File: src/rtl/uart_tx_io.sv
`default_nettype none
// ============================================================================
// Module   : uart_tx_io
// Purpose  : Memory-mapped 8N1 UART transmitter for the maxicore32 external
//            bus. The CPU pushes bytes into a circular TX FIFO, and a
//            serialiser drains it at a programmable bit rate.
//            Read data is registered and is zero whenever it is not returning
//            a read, so it can be OR-ed onto the bus.
// Config   : define UART_TX_IRQ_EN to add the irq port and IRQCTL register.
// Ports    : clock, reset        - rising-edge clock, synchronous active-high
//            cs, address[1:0]    - decoder select, word offset
//            data_in[31:0]       - write data
//            data_strobes[3:0]   - byte lane enables
//            read, write         - bus cycle type (write wins if both high)
//            data_out[31:0]      - registered read data
//            tx                  - serial line, idle high
//            irq                 - level interrupt (UART_TX_IRQ_EN only)
// Revision : 1.0 - initial release
// ============================================================================
module uart_tx_io #(
    parameter int                       FIFO_DEPTH_LOG2 = 4,
    parameter int                       DIVISOR_WIDTH   = 16,
    parameter logic [DIVISOR_WIDTH-1:0] DEFAULT_DIVISOR = 16'd434
) (
    input  logic        clock,
    input  logic        reset,
    input  logic        cs,
    input  logic [1:0]  address,
    input  logic [31:0] data_in,
    input  logic [3:0]  data_strobes,
    input  logic        read,
    input  logic        write,
    output logic [31:0] data_out,
    output logic        tx
`ifdef UART_TX_IRQ_EN
    ,
    output logic        irq
`endif
);

    localparam int                   c_DEPTH      = 1 << FIFO_DEPTH_LOG2;
    localparam logic [FIFO_DEPTH_LOG2:0] c_FULL_COUNT = {1'b1, {FIFO_DEPTH_LOG2{1'b0}}};

    localparam logic [1:0] c_ADDR_DATA    = 2'd0;
    localparam logic [1:0] c_ADDR_STATUS  = 2'd1;
    localparam logic [1:0] c_ADDR_DIVISOR = 2'd2;
    localparam logic [1:0] c_ADDR_IRQCTL  = 2'd3;

    localparam logic [1:0] c_ST_IDLE  = 2'd0;
    localparam logic [1:0] c_ST_START = 2'd1;
    localparam logic [1:0] c_ST_DATA  = 2'd2;
    localparam logic [1:0] c_ST_STOP  = 2'd3;

    // ------------------------------------------------------------------
    // Registers
    // ------------------------------------------------------------------
    logic [7:0]                 r_mem [c_DEPTH];
    logic [FIFO_DEPTH_LOG2-1:0] r_wr_ptr;
    logic [FIFO_DEPTH_LOG2-1:0] r_rd_ptr;
    logic [FIFO_DEPTH_LOG2:0]   r_count;
    logic                       r_overflow;
    logic [DIVISOR_WIDTH-1:0]   r_divisor;
    logic [31:0]                r_data_out;

    logic [1:0]                 r_state;
    logic [DIVISOR_WIDTH-1:0]   r_timer;
    logic [2:0]                 r_index;
    logic [7:0]                 r_shift;
    logic                       r_tx;

    // ------------------------------------------------------------------
    // Bus decode
    // ------------------------------------------------------------------
    logic w_wr_en;
    logic w_rd_en;
    logic w_push_req;
    logic w_push;
    logic w_pop;
    logic w_full;
    logic w_empty;
    logic w_busy;
    logic w_ovf_set;
    logic w_ovf_clr;
    logic [DIVISOR_WIDTH-1:0] w_reload;
    logic [31:0] w_status;
    logic [31:0] w_rd_data;
    logic        w_unused_data;

    // A cycle with both read and write high is treated as a write only.
    assign w_wr_en    = cs && write;
    assign w_rd_en    = cs && read && !write;
    assign w_push_req = w_wr_en && (address == c_ADDR_DATA) && (data_strobes == 4'b1111);

    assign w_full  = (r_count == c_FULL_COUNT);
    assign w_empty = (r_count == '0);
    assign w_busy  = (r_state != c_ST_IDLE);

    // The serialiser takes a byte whenever it sits idle with data queued.
    assign w_pop = (r_state == c_ST_IDLE) && !w_empty;

    // A push into a full FIFO still fits if a pop frees the slot this cycle;
    // the write then lands on the slot being read, which is safe because the
    // pop reads the pre-edge contents.
    assign w_push    = w_push_req && (!w_full || w_pop);
    assign w_ovf_set = w_push_req && w_full && !w_pop;
    assign w_ovf_clr = w_rd_en && (address == c_ADDR_STATUS);

    // Divisor 0 behaves as 1: a bit lasts timer reload + 1 clocks.
    assign w_reload = (r_divisor == '0) ? '0 : r_divisor - DIVISOR_WIDTH'(1);

    assign w_unused_data = ^data_in;

    always_comb begin
        w_status                          = '0;
        w_status[0]                       = w_busy;
        w_status[1]                       = w_full;
        w_status[2]                       = w_empty;
        w_status[3]                       = r_overflow;
        w_status[8 +: FIFO_DEPTH_LOG2+1]  = r_count;
    end

`ifdef UART_TX_IRQ_EN
    logic [1:0] r_irq_en;
    logic       r_irq;

    always_ff @(posedge clock) begin
        if (reset) begin
            r_irq_en <= 2'b00;
            r_irq    <= 1'b0;
        end else begin
            if (w_wr_en && (address == c_ADDR_IRQCTL)) begin
                r_irq_en <= data_in[1:0];
            end
            r_irq <= (r_irq_en[0] && w_empty && !w_busy) || (r_irq_en[1] && r_overflow);
        end
    end

    assign irq = r_irq;
`endif

    always_comb begin
        w_rd_data = '0;
        case (address)
            c_ADDR_STATUS:  w_rd_data = w_status;
            c_ADDR_DIVISOR: w_rd_data[DIVISOR_WIDTH-1:0] = r_divisor;
`ifdef UART_TX_IRQ_EN
            c_ADDR_IRQCTL:  w_rd_data[1:0] = r_irq_en;
`endif
            default:        w_rd_data = '0;
        endcase
    end

    // ------------------------------------------------------------------
    // Bus registers, FIFO pointers and flags
    // ------------------------------------------------------------------
    always_ff @(posedge clock) begin
        if (reset) begin
            r_data_out <= '0;
            r_wr_ptr   <= '0;
            r_rd_ptr   <= '0;
            r_count    <= '0;
            r_overflow <= 1'b0;
            r_divisor  <= DEFAULT_DIVISOR;
        end else begin
            r_data_out <= w_rd_en ? w_rd_data : 32'd0;

            if (w_push) begin
                r_wr_ptr <= r_wr_ptr + 1'b1;
            end
            if (w_pop) begin
                r_rd_ptr <= r_rd_ptr + 1'b1;
            end
            if (w_push && !w_pop) begin
                r_count <= r_count + 1'b1;
            end else if (w_pop && !w_push) begin
                r_count <= r_count - 1'b1;
            end

            // A new overflow in the same cycle as the clearing read survives.
            r_overflow <= (r_overflow && !w_ovf_clr) || w_ovf_set;

            if (w_wr_en && (address == c_ADDR_DIVISOR)) begin
                r_divisor <= data_in[DIVISOR_WIDTH-1:0];
            end
        end
    end

    // FIFO storage needs no reset; the count guards stale entries.
    always_ff @(posedge clock) begin
        if (w_push) begin
            r_mem[r_wr_ptr] <= data_in[7:0];
        end
    end

    // ------------------------------------------------------------------
    // Serialiser: the bit timer is reloaded from the divisor at every bit
    // boundary, so a divisor write only affects the following bit.
    // ------------------------------------------------------------------
    always_ff @(posedge clock) begin
        if (reset) begin
            r_state <= c_ST_IDLE;
            r_timer <= '0;
            r_index <= 3'd0;
            r_shift <= 8'd0;
            r_tx    <= 1'b1;
        end else begin
            case (r_state)
                c_ST_IDLE: begin
                    r_tx <= 1'b1;
                    if (w_pop) begin
                        r_shift <= r_mem[r_rd_ptr];
                        r_timer <= w_reload;
                        r_tx    <= 1'b0;
                        r_state <= c_ST_START;
                    end
                end
                c_ST_START: begin
                    if (r_timer == '0) begin
                        r_timer <= w_reload;
                        r_index <= 3'd0;
                        r_tx    <= r_shift[0];
                        r_state <= c_ST_DATA;
                    end else begin
                        r_timer <= r_timer - 1'b1;
                    end
                end
                c_ST_DATA: begin
                    if (r_timer == '0) begin
                        r_timer <= w_reload;
                        if (r_index == 3'd7) begin
                            r_tx    <= 1'b1;
                            r_state <= c_ST_STOP;
                        end else begin
                            r_index <= r_index + 1'b1;
                            r_shift <= {1'b0, r_shift[7:1]};
                            r_tx    <= r_shift[1];
                        end
                    end else begin
                        r_timer <= r_timer - 1'b1;
                    end
                end
                c_ST_STOP: begin
                    r_tx <= 1'b1;
                    if (r_timer == '0) begin
                        r_state <= c_ST_IDLE;
                    end else begin
                        r_timer <= r_timer - 1'b1;
                    end
                end
                default: begin
                    r_tx    <= 1'b1;
                    r_state <= c_ST_IDLE;
                end
            endcase
        end
    end

    assign data_out = r_data_out;
    assign tx       = r_tx;

endmodule
`default_nettype wire
File: config.mk
export PLATFORM = sky130hd
export DESIGN_NAME = uart_tx_io
export DESIGN_NICKNAME = d
export VERILOG_FILES = /design/src/rtl/uart_tx_io.sv
export SDC_FILE = /design/constraint.sdc
export NUM_CORES = 1
export LEC_CHECK = 0
export CAP_MARGIN = 5
export CORE_UTILIZATION = 46
export DETAILED_ROUTE_END_ITERATION = 8
export HOLD_SLACK_MARGIN = 0.15
export MAX_ROUTING_LAYER = met4
export PLACE_DENSITY = 0.66
export SETUP_SLACK_MARGIN = 0.2
export SLEW_MARGIN = 25
export SYNTH_ARGS = -nofsm -noshare
export SYNTH_HDL_FRONTEND = slang
export SYNTH_SLANG_ARGS = --single-unit
File: constraint.sdc
create_clock -name clock -period 7.5 [get_ports clock]
set_input_delay 0.75 -clock clock [delete_from_list [all_inputs] [get_ports clock]]
set_output_delay 0.75 -clock clock [all_outputs]
set_load 0.01 [all_outputs]
# ---- After elaboration in Yosys (flattened, before gate mapping)
# Memory sizes are Yosys's and may differ from the RTL's. A register that Yosys moved wholly into a read port is not among the register bits.
# Cells that the tools add are included.
dict set report op_classes {
  bitwise 1
  add_sub_neg 7
  eq_ne 15
  mux 31
  n_reduce_logical 38
}
# op n
set ops {}
lappend ops {{$mux W16} 4}
lappend ops {{$pmux W16 S3} 1}
lappend ops {{$logic_not A16 Y1} 2}
lappend ops {{$pmux W16 S2} 1}
lappend ops {{$sub A16 B1 Y16 const B} 2}
lappend ops {{$mux W8} 3}
lappend ops {{$pmux W8 S2} 1}
lappend ops {{$logic_and A1 B1 Y1} 14}
lappend ops {{$ne A2 B2 Y1 const B} 7}
lappend ops {{$mux W2} 5}
lappend ops {{$mux W5} 2}
lappend ops {{$mux W3} 3}
lappend ops {{$add A4 B1 Y4 const B} 2}
lappend ops {{$mux W4} 2}
lappend ops {{$pmux W2 S4} 1}
lappend ops {{$reduce_and A4 Y1} 2}
lappend ops {{$reduce_bool A2 Y1} 4}
lappend ops {{$eq A2 B2 Y1 const B} 3}
lappend ops {{$logic_not A1 Y1} 6}
lappend ops {{$mux W1} 6}
lappend ops {{$pmux W3 S2} 1}
lappend ops {{$add A5 B1 Y5 const B} 1}
lappend ops {{$eq A5 B5 Y1 const B} 1}
lappend ops {{$logic_not A5 Y1} 1}
lappend ops {{12 further kinds} 17}
dict set report totals {
  output_inout_bits 33
  register_bits 92
  ramBits 128
  memories 1
}
# name words word_bits read_ports rd_ports_with_merged_regs write_ports line_no
set mem_list {}
lappend mem_list {r_mem 16 8 1 1 1 57} ;# logic [7:0] r_mem [c_DEPTH];

# ---- Longest topological paths before layout
# Gate-level depths: netlist of the first run.
dict set report depth {
  depth_word 9
  mapped_depth 12
  ltp_nobuf 12
}

# ---- Worst setup path after synthesis of the first run
# No wires, ideal clock.
dict set report synth_path {
  kind {input to register}
  startpoint {input port address[0]}
  endpoint {register r_count[4]}
  arrival_ns 3.136
  path_buffers 0
  required_time_ns 7.430
  setup_time_ns 0.070
  path_stages 12
  slack_ns 4.294
  cell_sequence {inv_1 -> ha_1 -> nand4_1 -> a311oi_2 -> ha_1 -> inv_1 -> fa_1 -> a21o_1 -> a21oi_1 -> xnor2_1 -> or3_1 -> a21oi_1}
}
dict set report synth_between {
  elab_chain_cells 7
  elab_cells_between_ends 9
  cone_classes {1 x mux; 8 x reduce/logical}
}
# element line_no
set synth_rtl {}
lappend synth_rtl {{from (decl)} 28} ;# input logic [1:0] address,
lappend synth_rtl {{$logic_not A2 Y1 (*)} 92} ;# assign w_push_req = w_wr_en && (address == c_ADDR_DATA) && (data_strobes == 4'b1111);
lappend synth_rtl {{$logic_and A1 B1 Y1 (*) (2 in series)} 92}
lappend synth_rtl {{$logic_and A1 B1 Y1 (*)} 104} ;# assign w_push = w_push_req && (!w_full || w_pop);
lappend synth_rtl {{via w_push} 77} ;# logic w_push;
lappend synth_rtl {{$logic_not A1 Y1} 175} ;# end else if (w_pop && !w_push) begin
lappend synth_rtl {{$logic_and A1 B1 Y1} 175}
lappend synth_rtl {{$reduce_bool A2 Y1 (no line)} n/a}
lappend synth_rtl {{to (signal assigned)} 174} ;# r_count <= r_count + 1'b1;
lappend synth_rtl {{to (signal assigned)} 176} ;# r_count <= r_count - 1'b1;
lappend synth_rtl {{to (decl)} 60} ;# logic [FIFO_DEPTH_LOG2:0] r_count;
# Mark *: on every way through the listed nets, which the timed path passes. The rest lies on a longest branch.
# A chain may end at the register's enable or synchronous reset.

# ---- Worst setup path after layout of the first run
# Same ends and word-level chain as after synthesis.

==> results of run 1 <==
==> cells in the final DEF, fill, tap and decap left out, types with 3 or more instances in the layout <==
cell type	Yosys	routed
nor2_1	62	62
or3_1	4	4
a32oi_1	10	10
clkinv_1	0	5
buf_4	22	7
clkinv_4	0	3
nor2b_1	3	3
nand2b_1	12	12
clkbuf_16	0	23
mux2i_1	8	8
and2_1	3	3
nor3_1	21	21
nor4_2	4	4
a22oi_1	7	7
mux4_2	38	38
a21oi_1	30	30
and3_1	9	9
a31oi_1	4	4
o211ai_1	4	4
edfxtp_1	128	128
xor2_1	10	10
clkbuf_1	21	4
nand2_1	47	47
xnor2_1	18	18
inv_1	21	21
a2111oi_1	7	7
nand4_1	9	9
nand3_1	12	12
o21ai_0	8	8
a21o_1	5	5
dfxtp_1	80	78
ha_1	22	22
conb_1	1	16
clkdlybuf4s50_1	0	42
nand3b_1	6	6
nor4_4	3	3
a211oi_1	11	11
==> state kept, by name, indices dropped and copies added, names as in the netlist, named ones only <==
register	flops
r_mem	128
data_out	16
r_divisor	16
r_timer	16
r_shift	8
r_count	5
r_rd_ptr	4
r_wr_ptr	4
r_index	3
r_state	2
r_overflow	1
tx	1
==> per-stage QoR <==
step	power, mW	hold slack, ns
after global routing	3.839	0.4975
after global placement	2.535	0.4514
after detailed placement	2.576	0.4631
final	3.649	0.4724
after floorplan	2.334	0.4343
after CTS	3.668	0.4712
==> worst max-delay path by stage <==
| stage | startpoint | end | slack [ns] |
|---|---|---|---|
| floorplan | address[0] | r_count[4]$_SDFFE_PP0P_ | 4.29 |
| global placement | address[0] | r_count[4]$_SDFFE_PP0P_ | 3.59 |
| detailed placement | address[0] | r_count[4]$_SDFFE_PP0P_ | 3.46 |
| CTS | address[0] | r_count[4]$_SDFFE_PP0P_ | 3.98 |
| global route | address[0] | r_count[4]$_SDFFE_PP0P_ | 3.73 |
| finish | address[0] | r_count[4]$_SDFFE_PP0P_ | 3.94 |
==> cell usage after synthesis (3+ instances only) <==
library cell	instances	area, um^2
a2111oi_1	7	70.07
a211oi_1	11	82.58
a21o_1	5	37.54
a21oi_1	30	150.1
a22oi_1	7	52.55
a31oi_1	4	25.02
a32oi_1	10	87.58
and2_1	3	18.77
and3_1	9	56.30
buf_2	6	30.03
buf_4	22	165.2
buf_6	5	56.30
clkbuf_1	21	78.83
dfxtp_1	80	1602
edfxtp_1	128	3844
ha_1	22	275.3
inv_1	21	78.83
mux2i_1	8	80.08
mux4_2	38	855.8
nand2_1	47	176.4
nand2b_1	12	75.07
nand3_1	12	60.06
nand3b_1	6	45.04
nand4_1	9	56.30
nor2_1	62	232.7
nor2b_1	3	18.77
nor3_1	21	105.1
nor4_2	4	50.05
nor4_4	3	63.81
o211ai_1	4	30.03
o21ai_0	8	40.04
or3_1	4	25.02
xnor2_1	18	157.7
xor2_1	10	87.58
==> power by group through the flow <==
stage	sequential (mW)	combinational [mW]	clock, mW
3_3_place_gp	1.46	1.07	0
2_1_floorplan	1.40	0.931	0
6_report	1.45	1.11	1.09
4_1_cts	1.45	1.11	1.11
5_1_grt	1.46	1.22	1.16
3_5_place_dp	1.47	1.10	0
==> worst max-delay path: cells and delay by family <==
| family | cells | cell delay, ns |
|---|---|---|
| AO/OA/AOI/OAI | 4 | 1.21 |
| adder cells (fa/ha/maj) | 3 | 0.88 |
| buffers and inverters | 3 | 0.62 |
| AND/OR/NAND/NOR | 2 | 0.44 |
| XOR/XNOR | 1 | 0.09 |
==> logic make-up (layout without fill, tap and decap cells) <==
family | Yosys count | in the layout | share of synthesized area, %
adder cells (fa/ha/maj) | 23 | 23 | 3.167
multiplexers | 48 | 48 | 10.28
AO/OA/AOI/OAI | 109 | 109 | 8.710
AND/OR/NAND/NOR | 211 | 211 | 12.29
other | 1 | 16 | 0.04022
XOR/XNOR | 28 | 28 | 2.630
flip-flops | 208 | 208 | 58.41
buffers and inverters | 77 | 111 | 4.469
==> layer usage <==
layer	part of all wire, %	wire length, um
met1	43	8349
met3	3.9	757
met5	0	0
met2	50	9620
met4	2.6	492
==> final cells by class <==
type	count	area, um^2
fillers	1648	9066
flip-flops and latches	208	5448
multi-input cells	435	3517
clock buffers	28	604.3
repair buffers	50	478.0
well taps	265	331.6
clock inverters	12	130.1
inverters	21	78.83
==> out/results.tsv, run 1 <==
metric	value	unit
leakage	3.522	nW
gr-usage-met3	2.616	%
slew_violations	0	
cts_tree	yes	
finalWorstSetupSlack	3.943	ns
hold_viol	0	
dr.pass1.iters	5	
clockBufferDepth	3	
final.min_clock_period	3.557	ns
pwr-share-clk	29.9	%
async_flop_share	0	%
remaining_drc_errors	0	
reg2reg_from	r_count[0]$_SDFFE_PP0P_	
clock_sinks	208	
grt_max_degree	66	
synth_area	0.009323	mm^2
grt_pass1_wl	30880	um
cp-start-kind	input port	
ys_seq_area_share	58.41	%
die_y	144.4	um
grtUsageMet2	33.68	%
place_ws	3.455	ns
synthDistinctLibCells	68	
yosys_warnings	0	
crit_chain	clkdlybuf4s50_1 > inv_1 > ha_1 > nand4_1 > a311oi_2 > ha_1 > inv_1 > fa_1 > a21o_1 > a21oi_1 > xnor2_1 > or3_1 > a21oi_1	
path_max_fanout	9	
tns	0	ns
slew_headroom	31.91	%
via_count	5761	
final_cell_area	0.01059	mm^2
grt_usage	19.96	%
crit_path_top_delay_cell	a311oi_2	
port_buffers	43	
worstPathRequired	7.94	ns
end_kind	register	
wirelength	19220	um
postSynthCellCount	705	
use_met1	25.22	%
place_inst	979	
hold_depth	2	
yosys_register_bits	208	
status	completed	
drt_iter0_drc	278	
n_antenna_cell	0	
root_buffer	clkbuf_16	
core	0.01965	mm^2
hp-class	register to register	
layout-drive-gt1-share	13.79	%
critPathKind	input port to register	
tightest_slew	1.021	ns
htreeDepth	1	
placed_area	0.009853	mm^2
top_usage_layer	met2	
cts_hold_buffers	0	
final_antenna_net_count	0	
period_share	47.43	%
ff2ff_path_depth	10	
clk_latency	0.52	ns
rows	51	
design.die.area	0.02084	mm^2
antenna_found_initial	0	
synth-edff-count	128	
cts_resized	0	
cts_made_buffers	23	
areaGrowthSynthToFinish	13.57	%
initial_core_util	47.43	%
gp_congestion	0.7960	
critPathMaxStageDelay	0.71	ns
vias_per_cell	5.654	
cp.arrival	4.00	ns
p_int	2.444	mW
peakVddDrop	0.0002255	V
avgSynthCellArea	13.22	um^2
r2r-end	r_count[4]$_SDFFE_PP0P_	
powerDensity	344.6	mW/mm^2
setup_viol	0	
rsz0062_at_grt	false	
skew	0.02063	ns
die_x	144.4	um
switchingPower	1.205	mW
first_global_vias	5776	
fmax	281.1	MHz
synthFlopType	edfxtp_1	
seqPwrFrac	39.7	%
ff2ff_setup_slack	4.05	ns
clk_pin_slew	0.06	ns
hold_end	r_shift[0]$_SDFFE_PP0P_	
fin_util	53.87	%
cts_setup_buffers	0	
grt.overflow.total	0	
cap_violations	0	
io_pins	76	
fin_cells	1019	
combPwrFrac	30.5	%
p_sw_share	33.03	%
nNetsFinal	805	
timing.hold.worst.start	r_shift[0]$_SDFFE_PP0P_	
dp_hpwl	13010	um
wl_per_cell	18.86	um
(Power assumes the default switching activity.)
==> inputs of run 2 (changes only) <==
clock period = 3.6 ns   (was 7.5 ns; I/O delays follow)
==> run 2 against run 1 <==
Effect of this change: sequential power up 100%; die area did not move; worst hold slack got worse by 0.10 ns; final area rose by 1.2%; largest power group unchanged.
==> out/results.tsv, run 2 (synthesis gave the netlist of run 1 again) <==
metric	value	unit
largest_reg_flops	128	
vias_per_cell	5.589	
nNetsFinal	820	
cp-start-kind	register	
period_share	81.45	%
clock_sinks	208	
worstPathRequired	4.05	ns
tns	0	ns
cts_hold_buffers	0	
peakVddDrop	0.0004250	V
wl_per_cell	18.94	um
initial_core_util	47.43	%
rsz0062_at_grt	false	
design.die.area	0.02084	mm^2
dr.pass1.iters	5	
cts_setup_buffers	0	
status	completed	
path_max_fanout	6	
drt_iter0_drc	289	
tightest_slew	1.003	ns
setup_viol	0	
fin_cells	1034	
remaining_drc_errors	0	
power	7.630	mW
p_sw_share	32.59	%
die_y	144.4	um
fmax	341.0	MHz
final_antenna_net_count	0	
antenna_found_initial	0	
hold_depth	3	
hp-class	input port to register	
dp_hpwl	13330	um
combPwrFrac	31.2	%
critPathKind	register to register	
grt_max_degree	65	
skew	0.02581	ns
gp_congestion	0.8007	
root_buffer	clkbuf_16	
pwr-share-clk	30.0	%
htreeDepth	1	
clk_latency	0.52	ns
ff2ff_path_depth	10	
core	0.01965	mm^2
slew_headroom	32.64	%
first_global_vias	5830	
layout-drive-gt1-share	15.73	%
slew_violations	0	
areaGrowthSynthToFinish	14.94	%
grt_usage	20.63	%
cts_tree	yes	
io_pins	76	
cp.arrival	3.38	ns
layout.cells.most_common	edfxtp_1	
powerDensity	712.1	mW/mm^2
final.min_clock_period	2.932	ns
place_inst	995	
cts_resized	0	
seqPwrFrac	38.8	%
end_kind	register	
rows	51	
top_register	r_mem	
p_int	5.143	mW
clk_pin_slew	0.06	ns
die_x	144.4	um
cts_made_buffers	22	
leakage	3.610	nW
port_buffers	43	
via_count	5779	
hold_viol	0	
wirelength	19590	um
grt.overflow.total	0	
grt_pass1_wl	31660	um
layout_common_cells	edfxtp_1, dfxtp_1, nor2_1	
n_antenna_cell	0	
cap_violations	0	
clockBufferDepth	3	
switchingPower	2.487	mW
-- run 2: cell types whose count changed in the layout (fill, tap and decap cells not counted), sizes merged --
cell	change
bufinv	+1
clkinv	-3
buf	+16
clkinvlp	+1
-- run 2: worst max-delay path, stage by stage, from the launching register on --
cell	delay, ns
dfxtp_1	0.41
nor4_2	0.65
a311oi_2	0.21
ha_1	0.27
inv_1	0.14
ha_1	0.28
a21o_1	0.19
a21oi_1	0.18
xnor2_1	0.09
or3_1	0.30
a21oi_1	0.13
-- run 2: stage by stage --
| stage | setup WS, ns | cell area (um^2) | hold WS [ns] | utilization (%) |
|---|---|---|---|---|
| floorplan | 0.7318 | 9379 | 0.4343 | - |
| detailed placement | 0.3553 | 9972 | 0.4574 | 50.74 |
| global placement | 0.4787 | 9972 | 0.4437 | 50.74 |
| CTS | 0.6908 | 10720 | 0.3371 | 54.52 |
| finish | 0.6677 | 10720 | 0.3705 | 54.52 |
| global route | 0.5158 | 10720 | 0.3742 | 54.52 |
-- run 2: path summary, 6_finish.rpt --
path                      startpoint                      end  slack, ns
max          r_count[0]$_SDFFE_PP0P_  r_count[4]$_SDFFE_PP0P_       0.67
min                            reset  data_out[15]$_SDFF_PP0_       0.37
max reg2reg  r_count[0]$_SDFFE_PP0P_  r_count[4]$_SDFFE_PP0P_       0.67
min reg2reg  r_shift[4]$_SDFFE_PP0P_  r_shift[3]$_SDFFE_PP0P_       0.45
-- run 2: power by group through the flow --
stage / Clock [mW] / Sequential (mW) / Combinational, mW
after floorplan: 0 / 2.92 / 1.94
after global placement: 0 / 3.00 / 2.31
after detailed placement: 0 / 3.01 / 2.37
after CTS: 2.34 / 2.96 / 2.39
after global routing: 2.43 / 2.99 / 2.62
final: 2.29 / 2.96 / 2.38
-- run 2: metal layers --
layer  share of wire (%)  global-route usage, %  wire, um
met5                   0                      -         0
met4                 1.8                  5.152       360
met3                 3.9                  3.013       757
met2                  50                  34.49      9774
met1                  44                  26.43      8696
-- run 2: cell type report --
class                      count  area, um^2
clock inverter                11       160.2
tap                          265       331.6
clock buffer                  28       583.1
timing repair buffer          66       598.1
fill                        1662        8939
multi-input combinational    435        3517
sequential                   208        5446
inverter                      21       78.83
==> inputs of run 3 (changes only) <==
PLACE_DENSITY = 0.68   (was 0.66)
clock period = 2.5 ns   (was 3.6 ns; I/O delays follow)
==> run 3 against run 2 <==
Effect of this change: count of clock-buffer cells in the layout is 2 lower; sequential power grew 43%; die area unchanged; non-clock buffer count is 44 higher; largest cell class unchanged; wire length is 4.5% higher; critical path depth unchanged; first-iteration DRC count increased by 54%; core utilization increased by 2.5 points; combinational power up 78%; worst setup slack got worse by 0.62 ns; critical endpoint unchanged; largest power group is now combinational logic; register-to-register slack lost 0.62 ns.
==> out/results.tsv, run 3 (synthesis gave the netlist of run 1 again) <==
metric	value	unit
io_pins	76	
grt_max_degree	65	
setup_viol	0	
clk_latency	0.52	ns
fmax	407.2	MHz
leakage	3.868	nW
placed_area	0.01033	mm^2
grt_pass1_wl	32780	um
core	0.01965	mm^2
fin_cells	1079	
via_count	5958	
cap_violations	0	
largest_reg_flops	128	
crit_chain	or4_4 > o21ai_4 > ha_4 > inv_4 > fa_2 > a21o_1 > a21oi_2 > xnor2_1 > or3_1 > a21oi_1	
die_y	144.4	um
dp_hpwl	14050	um
cts_made_buffers	22	
tns	0	ns
wl_per_cell	18.97	um
grt_usage	21.18	%
top_register	r_mem	
peakVddDrop	0.0007593	V
period_share	98.23	%
layout.cells.most_common	edfxtp_1	
slew_headroom	50.20	%
rows	51	
first_global_vias	6134	
layout-drive-gt1-share	22.60	%
cp-start-kind	register	
cts_tree	yes	
slew_violations	0	
place_inst	1032	
skew	0.01991	ns
nFillCells	1599	
remaining_drc_errors	0	
clk_pin_slew	0.06	ns
end_kind	register	
worstPathRequired	2.95	ns
clockBufferDepth	3	
hp-class	input port to register	
wirelength	20470	um
antenna_found_initial	0	
path_max_fanout	3	
initial_core_util	47.43	%
n_antenna_cell	0	
die_x	144.4	um
gp_congestion	0.8594	
critPathKind	register to register	
nNetsFinal	864	
final.min_clock_period	2.456	ns
holdWs	0.2379	ns
critPathMaxStageDelay	0.55	ns
drt_iter0_drc	445	
vias_per_cell	5.522	
port_buffers	43	
cp.arrival	2.91	ns
final_cell_area	0.01120	mm^2
areaGrowthSynthToFinish	20.14	%
hold_viol	0	
crit_path_top_delay_cell	or4_4	
grt.overflow.total	0	
root_buffer	clkbuf_16	
dr.pass1.iters	4	
design.die.area	0.02084	mm^2
status	completed	
fin_util	56.99	%
final_antenna_net_count	0	
tightest_slew	0.7447	ns
htreeDepth	1	
cts_hold_buffers	0	
clock_sinks	208	
powerDensity	1042	mW/mm^2
rsz0062_at_grt	true	
layout_common_cells	edfxtp_1, dfxtp_1, buf_4	
-- run 3: changes by cell type in the layout (fill, tap and decap cells not counted), sizes merged --
cell and change:
bufinv -1, clkbuf -2, buf +44, clkinv +4
-- run 3: per-layer routing --
layer / wire length, um / vias up / track usage [%]
met4: 454 / 0 / 5.651
met2: 10490 / 140 / 36.54
li1: - / 2821 / -
met3: 780 / 41 / 2.781
met5: 0 / - / -
met1: 8746 / 2956 / 26.22
-- run 3: final cells by class --
type / instances / area (um^2) / area share, %
Sequential cell: 208 / 5449 / 48.65
Clock inverter: 14 / 150.1 / 1.340
Multi-Input combinational cell: 435 / 3660 / 32.67
Tap cell: 265 / 331.6 / 2.960
Inverter: 21 / 81.33 / 0.7261
Timing Repair Buffer: 110 / 953.4 / 8.512
Clock buffer: 26 / 575.6 / 5.139
-- run 3: metrics by stage --
| stage | worst slack, ns | power, mW |
|---|---|---|
| 2_1_floorplan | -0.1257 | 7.090 |
| 3_3_place_gp | -0.3468 | 8.097 |
| 3_5_place_dp | -0.4704 | 8.256 |
| 4_1_cts | 0.02797 | 11.58 |
| 5_1_grt | -0.1061 | 12.27 |
| 6_report | 0.04433 | 11.67 |
-- run 3: worst max-delay path, delay by kind of cell (launching register included) --
kind / cells / cell delay (ns)
DFF: 1 / 0.32
and+or+nand+nor: 2 / 0.85
xor gates and xnor gates: 1 / 0.08
AOI/OAI and AO/OA: 4 / 0.60
buffers and inverters: 1 / 0.04
adders and majority gates: 2 / 0.50
-- run 3: worst paths after layout --
check,startpoint,endpoint,slack [ns],cells after the start
min,reset,data_out[14]$_SDFF_PP0_,0.24,4
min reg2reg,r_shift[4]$_SDFFE_PP0P_,r_shift[4]$_SDFFE_PP0P_,0.48,2
max,r_count[1]$_SDFFE_PP0P_,r_count[4]$_SDFFE_PP0P_,0.04,10
max reg2reg,r_count[1]$_SDFFE_PP0P_,r_count[4]$_SDFFE_PP0P_,0.04,10
-- run 3: power breakdown --
| group | switching, mW | internal, mW |
|---|---|---|
| Clock | 1.33 | 1.87 |
| Sequential | 0.298 | 3.92 |
| Combinational | 2.22 | 2.02 |
| Total | 3.85 | 7.82 |
-- run 3: repair_timing --
item                       CTS  global route
pin swaps                    7            11
setup endpoints to repair   26            22
resized for setup            7            10
setup buffers                1             6
